## src/rtl/fuzzy_pkg.sv

```systemverilog
// Shared types and membership helpers for the fuzzy risk engine.
// The helpers work in 32-bit arithmetic; callers truncate to the datapath width.
package fuzzy_pkg;

  typedef enum logic [2:0] {
    ST_LOAD,
    ST_EVAL,
    ST_SUM,
    ST_DIV,
    ST_DONE
  } state_e;

  localparam logic [1:0] LVL_LOW  = 2'd0;
  localparam logic [1:0] LVL_MED  = 2'd1;
  localparam logic [1:0] LVL_HIGH = 2'd2;

  // Left shift that clamps to maxv instead of wrapping.
  function automatic logic [31:0] sat_shl(input logic [31:0] v, input logic [31:0] sh,
                                          input logic [31:0] maxv);
    logic [31:0] t;
    t = v << sh;
    return ((t > maxv) || ((t >> sh) != v)) ? maxv : t;
  endfunction

  function automatic logic [31:0] mu_low(input logic [31:0] x, input logic [31:0] bp_a,
                                         input logic [31:0] bp_b, input logic [31:0] maxv,
                                         input logic [31:0] sh);
    if (x <= bp_a) return maxv;
    else if (x >= bp_b) return 32'd0;
    else return sat_shl(bp_b - x, sh, maxv);
  endfunction

  function automatic logic [31:0] mu_high(input logic [31:0] x, input logic [31:0] bp_a,
                                          input logic [31:0] bp_b, input logic [31:0] maxv,
                                          input logic [31:0] sh);
    if (x <= bp_a) return 32'd0;
    else if (x >= bp_b) return maxv;
    else return sat_shl(x - bp_a, sh, maxv);
  endfunction

  // Medium peaks where low and high cross, so it is twice their minimum.
  function automatic logic [31:0] mu_med(input logic [31:0] lo, input logic [31:0] hi,
                                         input logic [31:0] maxv);
    return sat_shl((lo < hi) ? lo : hi, 32'd1, maxv);
  endfunction

endpackage

```

## src/rtl/fuzzy_risk_engine_seq_divider.sv

```systemverilog
// Restoring divider producing one quotient bit per cycle, MSB first.
// The first bit is resolved on the start edge, so done rises QW cycles after start.
module seq_divider #(
  parameter int unsigned NW = 18,
  parameter int unsigned DW = 10,
  parameter int unsigned QW = 8
) (
  input  logic          clk,
  input  logic          rst,
  input  logic          start,
  input  logic [NW-1:0] num,
  input  logic [DW-1:0] den,
  output logic [QW-1:0] quo,
  output logic          done,
  output logic          dz
);

  localparam int unsigned CW = $clog2(QW + 1);

  logic [DW-1:0] rem, rem_src, rem_nxt;
  logic [QW-1:0] q_src, q_nxt;
  logic [DW:0]   trial;
  logic [CW-1:0] left;
  logic          run;

  // Quotient bits shift into the bottom of quo as numerator bits leave the top.
  always_comb begin
    rem_src = start ? num[NW-1 -: DW] : rem;
    q_src   = start ? num[QW-1:0] : quo;
    trial   = {rem_src, q_src[QW-1]};
    if (trial >= {1'b0, den}) begin
      rem_nxt = DW'(trial - {1'b0, den});
      q_nxt   = {q_src[QW-2:0], 1'b1};
    end else begin
      rem_nxt = DW'(trial);
      q_nxt   = {q_src[QW-2:0], 1'b0};
    end
  end

  always_ff @(posedge clk) begin
    if (rst) begin
      rem  <= '0;
      quo  <= '0;
      left <= '0;
      run  <= 1'b0;
      done <= 1'b0;
      dz   <= 1'b0;
    end else begin
      done <= 1'b0;
      if (start || run) begin
        rem <= rem_nxt;
        quo <= q_nxt;
      end
      if (start) begin
        dz   <= (den == '0);
        run  <= 1'b1;
        left <= CW'(QW - 1);
      end else if (run) begin
        left <= left - 1'b1;
        if (left == CW'(1)) begin
          run  <= 1'b0;
          done <= 1'b1;
        end
      end
    end
  end

endmodule

```

## src/rtl/fuzzy_risk_engine.sv

```systemverilog
// Multi-channel fuzzy risk estimator: load a frame, fuzzify per channel,
// aggregate rule strengths and defuzzify by weighted-singleton average.
module fuzzy_risk_engine
  import fuzzy_pkg::*;
#(
  parameter int unsigned W         = 8,
  parameter int unsigned N_IN      = 2,
  parameter int unsigned BP_A      = 64,
  parameter int unsigned SPAN_LOG2 = 7,
  parameter int unsigned OUT_L     = 0,
  parameter int unsigned OUT_M     = 128,
  parameter int unsigned OUT_H     = 255
) (
  input  logic         clk,
  input  logic         rst,
  input  logic         ss,
  input  logic [W-1:0] data_bus,
  output logic [W-1:0] risk,
  output logic         risk_valid,
  output logic [1:0]   level,
  output logic         busy,
  output logic         ovr
);

  localparam int unsigned MAX  = (2 ** W) - 1;
  localparam int unsigned BP_B = BP_A + (2 ** SPAN_LOG2);
  localparam int unsigned SH   = W - SPAN_LOG2;
  localparam int unsigned NW   = 2 * W + 2;
  localparam int unsigned DW   = W + 2;
  localparam int unsigned CH_W = (N_IN > 1) ? $clog2(N_IN) : 1;

  state_e        state, state_d;
  logic [CH_W-1:0] cnt, ch;
  logic [W-1:0]  slot [N_IN];
  logic [W-1:0]  s_l, s_m, s_h;
  logic [W-1:0]  lo_c, med_c, hi_c;
  logic [NW-1:0] num_c;
  logic [DW-1:0] den_c;
  logic [1:0]    lvl_c;
  logic          accept_c, last_c, div_start_c;
  logic [W-1:0]  div_quo;
  logic          div_done, div_dz;

  assign accept_c = ss && (state == ST_LOAD);
  assign last_c   = accept_c && (cnt == CH_W'(N_IN - 1));

  // Membership of the channel currently being evaluated.
  assign lo_c  = W'(mu_low(32'(slot[ch]), 32'(BP_A), 32'(BP_B), 32'(MAX), 32'(SH)));
  assign hi_c  = W'(mu_high(32'(slot[ch]), 32'(BP_A), 32'(BP_B), 32'(MAX), 32'(SH)));
  assign med_c = W'(mu_med(32'(lo_c), 32'(hi_c), 32'(MAX)));

  assign num_c = NW'(s_l) * NW'(OUT_L) + NW'(s_m) * NW'(OUT_M) + NW'(s_h) * NW'(OUT_H);
  assign den_c = DW'(s_l) + DW'(s_m) + DW'(s_h);

  // Dominant rule; ties go to the higher-risk level.
  always_comb begin
    lvl_c = LVL_LOW;
    if ((s_h >= s_m) && (s_h >= s_l)) lvl_c = LVL_HIGH;
    else if (s_m >= s_l) lvl_c = LVL_MED;
  end

  always_ff @(posedge clk) begin
    if (rst) state <= ST_LOAD;
    else     state <= state_d;
  end

  always_comb begin
    state_d     = state;
    div_start_c = 1'b0;
    case (state)
      ST_LOAD: if (last_c) state_d = ST_EVAL;
      ST_EVAL: if (ch == CH_W'(N_IN - 1)) state_d = ST_SUM;
      ST_SUM: begin
        div_start_c = 1'b1;
        state_d     = ST_DIV;
      end
      ST_DIV:  if (div_done) state_d = ST_DONE;
      ST_DONE: state_d = ST_LOAD;
      default: state_d = ST_LOAD;
    endcase
  end

  always_ff @(posedge clk) begin
    if (accept_c) slot[cnt] <= data_bus;
  end

  always_ff @(posedge clk) begin
    if (rst) begin
      cnt        <= '0;
      ch         <= '0;
      s_l        <= W'(MAX);
      s_m        <= '0;
      s_h        <= '0;
      risk       <= '0;
      level      <= LVL_LOW;
      risk_valid <= 1'b0;
      busy       <= 1'b0;
      ovr        <= 1'b0;
    end else begin
      risk_valid <= 1'b0;
      busy       <= (state_d == ST_EVAL) || (state_d == ST_SUM) || (state_d == ST_DIV);
      // Bytes outside LOAD are dropped; the first byte of a new frame clears the flag.
      if (accept_c) begin
        cnt <= last_c ? '0 : cnt + 1'b1;
        if (cnt == '0) ovr <= 1'b0;
      end else if (ss) begin
        ovr <= 1'b1;
      end
      if (last_c) begin
        ch  <= '0;
        s_l <= W'(MAX);
        s_m <= '0;
        s_h <= '0;
      end
      if (state == ST_EVAL) begin
        ch  <= ch + 1'b1;
        s_l <= (lo_c < s_l) ? lo_c : s_l;
        s_m <= (med_c > s_m) ? med_c : s_m;
        s_h <= (hi_c > s_h) ? hi_c : s_h;
      end
      if ((state == ST_DIV) && div_done) begin
        risk_valid <= 1'b1;
        if (div_dz) begin
          risk  <= W'(OUT_M);
          level <= LVL_MED;
        end else begin
          risk  <= div_quo;
          level <= lvl_c;
        end
      end
    end
  end

  seq_divider #(
    .NW (NW),
    .DW (DW),
    .QW (W)
  ) u_div (
    .clk   (clk),
    .rst   (rst),
    .start (div_start_c),
    .num   (num_c),
    .den   (den_c),
    .quo   (div_quo),
    .done  (div_done),
    .dz    (div_dz)
  );

endmodule

```

## config.mk

```make
export PLATFORM = sky130hd
export DESIGN_NAME = fuzzy_risk_engine
export DESIGN_NICKNAME = d
export VERILOG_FILES = /design/src/rtl/fuzzy_pkg.sv /design/src/rtl/fuzzy_risk_engine_seq_divider.sv /design/src/rtl/fuzzy_risk_engine.sv
export SDC_FILE = /design/constraint.sdc
export NUM_CORES = 1
export LEC_CHECK = 0
export ABC_AREA = 1
export ABC_CLOCK_PERIOD_IN_PS = 7700
export CORE_UTILIZATION = 57
export DETAILED_ROUTE_END_ITERATION = 16
export HOLD_SLACK_MARGIN = 0.12
export PLACE_DENSITY_LB_ADDON = 0.1
export SLEW_MARGIN = 0
export SYNTH_ARGS = -nofsm -noshare
export SYNTH_HDL_FRONTEND = slang
export SYNTH_HIERARCHICAL = 1
export SYNTH_SLANG_ARGS = --single-unit
```

## constraint.sdc

```tcl
create_clock -name clk -period 7.7 [get_ports clk]
set_input_delay 1.155 -clock clk [delete_from_list [all_inputs] [get_ports clk]]
set_output_delay 1.155 -clock clk [all_outputs]
set_load 0.02 [all_outputs]
```

==> impl_metrics.tcl <==
set metrics [dict create \
    outcome "completed" \
    vias_per_cell 5.373 \
    crit_cells 31 \
    crit_end "u_div/rem[2]" \
    cp_max_fo 11 \
    period_share_pct 78.83 \
    crit_top_cell "nand2_1" \
    rsz0062_at_grt "no" \
    cts_buffer_depth 2 \
    finalSetupTns_ns 0 \
    async_flop_share_pct 0 \
    antenna_left 0 \
    initial_utilization_pct 59.33 \
    clock_skew_ns 0.008916 \
    r2r_start "s_h[6]" \
    synth_most_common_cell "nand2_1" \
    synth_seq_cells 84 \
    drt_wl_total_microns 18700 \
    port-buffer-count 23 \
    via_count 6625 \
    cts_root_buffer "clkbuf_16" \
    worstPathRequired_ns 7.94 \
    die_width_microns 120.1 \
    synth_enable_flop_cells 16 \
    grt_remaining_overflow 0 \
    postSynthCellCount 1031 \
    post-dp-hpwl_microns 15010 \
    critPathMaxStageDelay_ns 0.64 \
    cp-start-kind "flop" \
    worstReg2RegEnd "u_div/rem[2]" \
    relSlewSlack_pct 50.80 \
    slowest_stage "dfxtp_1" \
    htreeDepth 3 \
    grt_pass1_wl_microns 31300 \
    core_sq_mm 0.01340 \
    synth_top_cell_by_area "ha_1" \
    critPathArrivalTime_ns 6.31 \
    cts_tree "done" \
    cts_setup_buffers 0 \
    netlist_top_cells_count "nand2_1 (251), inv_1 (165), ha_1 (112)" \
    yosys-top-cells-area "ha_1 (18%), dfxtp_1 (17%), fa_1 (12%)" \
    n_antenna_cell 0 \
    cellLeakagePower_nw 4.468 \
    gp_congestion 0.9160 \
    yosys.cell_types.count 50 \
    syn-cell-area_sq_mm 0.007950 \
    synth_top_area_share_pct 17.63 \
    area_growth_pct 8.499 \
    clk_latency_ns 0.34 \
    dp.cells 1217 \
    die_y_microns 120.1 \
    cts_hold_buf 0 \
    grt_pass1_vias 6514 \
    firstDrtPassIters 5 \
    setup.worst_path.start "s_h[6]" \
    clock_sinks 84 \
    hold_viol 0 \
    crit_buf_inv 4 \
    yosysWarnings 6 \
    synth_flop_cell "dfxtp_1" \
    seq_area_frac_synth_pct 23.17 \
    drc 0 \
    drive_above_1_share_pct 6.906 \
    dr.first_iter.drc_count 452 \
    fin_crit_ns 6.070 \
    antenna_found_initial 0 \
    cts_resized 0 \
    wl_per_cell_microns 15.16 \
    ir_drop_mv 0.1952 \
    cap_viol_max_count 0 \
    report.final.slew_viol_count 0 \
    crit_type "reg2reg" \
    instances_no_fill 1233 \
    clock.fmax_mhz 164.7 \
    cts.clk_slew.worst_paths_ns 0.07 \
    cts-buffers-inserted 9 \
    rows 42 \
    critPathTopFamily "adder cells" \
    worstHoldPathType "reg2reg" \
    synth.avg_cell_area_sq_um 7.711 \
    grt_max_degree 39 \
    syn_nets 1203 \
    tightest_slew_ns 0.7195 \
    fin_nets 1224 \
    io_pins 24 \
    die_area_sq_mm 0.01442 \
    p_per_area_mw_per_mm2 202.0 \
    grt_use_total_pct 27.90 \
    finalSetupViolations 0 \
    ff2ff_path_depth 31 \
    crit_path_end_kind "flop" \
    reg2reg_slack_ns 1.63 \
]
==> area by class of cell <==
cell class | count | area, sq um
multi-input cells | 757 | 5375
fillers | 1197 | 4775
flip-flops and latches | 84 | 1842
inverters | 173 | 651.9
repair buffers | 27 | 260.3
clock buffers | 9 | 225.2
well taps | 176 | 220.2
clock inverters | 7 | 51.30
==> stage by stage <==
stage | hold slack (ns) | utilization [%] | power [mW] | instance area (sq um) | worst slack, ns
6_report | 0.4680 | 64.37 | 1.742 | 8626 | 1.630
5_1_grt | 0.4967 | 64.37 | 1.884 | 8626 | 1.182
4_1_cts | 0.4739 | 64.37 | 1.739 | 8626 | 1.649
3_5_place_dp | 0.4609 | 62.31 | 1.331 | 8349 | 1.673
3_3_place_gp | 0.4540 | 62.31 | 1.325 | 8349 | 1.783
2_1_floorplan | 0.4460 | - | 1.132 | 7950 | 2.191
==> state kept, by name (all words and copies together) (netlist names), 3 cells and up, named ones only <==
| name | count |
|---|---|
| slot | 16 |
| u_div/rem | 10 |
| risk | 8 |
| s_h | 8 |
| s_l | 8 |
| s_m | 8 |
| u_div/quo | 8 |
| u_div/left | 4 |
| state | 3 |
==> logic make-up (layout without fill, tap and decap cells) <==
family	Yosys count	after routing	synth area share (%)
other cells	1	1	0.04717
fa+ha+maj	161	161	29.97
buf+inv	190	216	9.222
xor+xnor	24	24	2.644
compound gates	137	137	10.04
flops	84	84	23.17
simple gates	433	433	24.79
mux	1	1	0.1259
==> worst reg2reg max path: cells and delay by family (launching register included) <==
kind	cells	cell delay, ns
DFF	1	0.64
and+or+nand+nor	12	1.10
xor gates and xnor gates	1	0.14
buffers and inverters	4	0.18
adders and majority gates	6	2.62
AOI/OAI and AO/OA	8	1.26
==> worst min path at each step <==
stage / from / to / slack, ns / cells past startpoint
finish: risk[5] / risk[5] / 0.47 / 2
global placement: risk[7] / risk[7] / 0.45 / 2
CTS: risk[5] / risk[5] / 0.47 / 2
floorplan: cnt / cnt / 0.45 / 2
detailed placement: risk[6] / risk[6] / 0.46 / 2
global route: risk[3] / risk[3] / 0.50 / 2
==> per-layer routing <==
metal	track usage, %	up-vias	wire length, microns
li1	-	3376	-
met1	40.46	3048	9191
met2	43.79	180	8243
met3	3.612	21	1026
met4	6.797	0	234
met5	0	-	0
==> cell usage in the layout (no fill, tap or decap), types with 3 or more instances in the layout <==
cell	n
dfxtp_1	68
clkbuf_16	9
clkdlybuf4s50_1	23
nand4_1	13
nand3_2	6
inv_1	165
clkinv_4	3
nand2_4	7
o211ai_1	6
buf_4	4
ha_1	112
a21o_1	3
o21a_1	5
edfxtp_1	16
o21ai_0	25
nor2_1	45
a21boi_0	4
nor2_2	4
nand3b_1	5
a31oi_1	4
nand2_1	251
fa_1	49
xor2_1	18
a21oi_1	71
xnor2_1	6
o21ai_1	6
clkinv_1	4
o21bai_1	4
nand3_1	65
nand2_2	21
inv_2	4
nor3_1	6
==> power by group <==
part | leakage (nW) | internal, mW | switching (mW) | total, mW
Clock | 0.130 | 0.219 | 0.186 | 0.405
Combinational | 3.64 | 0.296 | 0.533 | 0.829
Sequential | 0.700 | 0.474 | 0.0344 | 0.508
No activity file was read; power rests on OpenSTA's default activity.
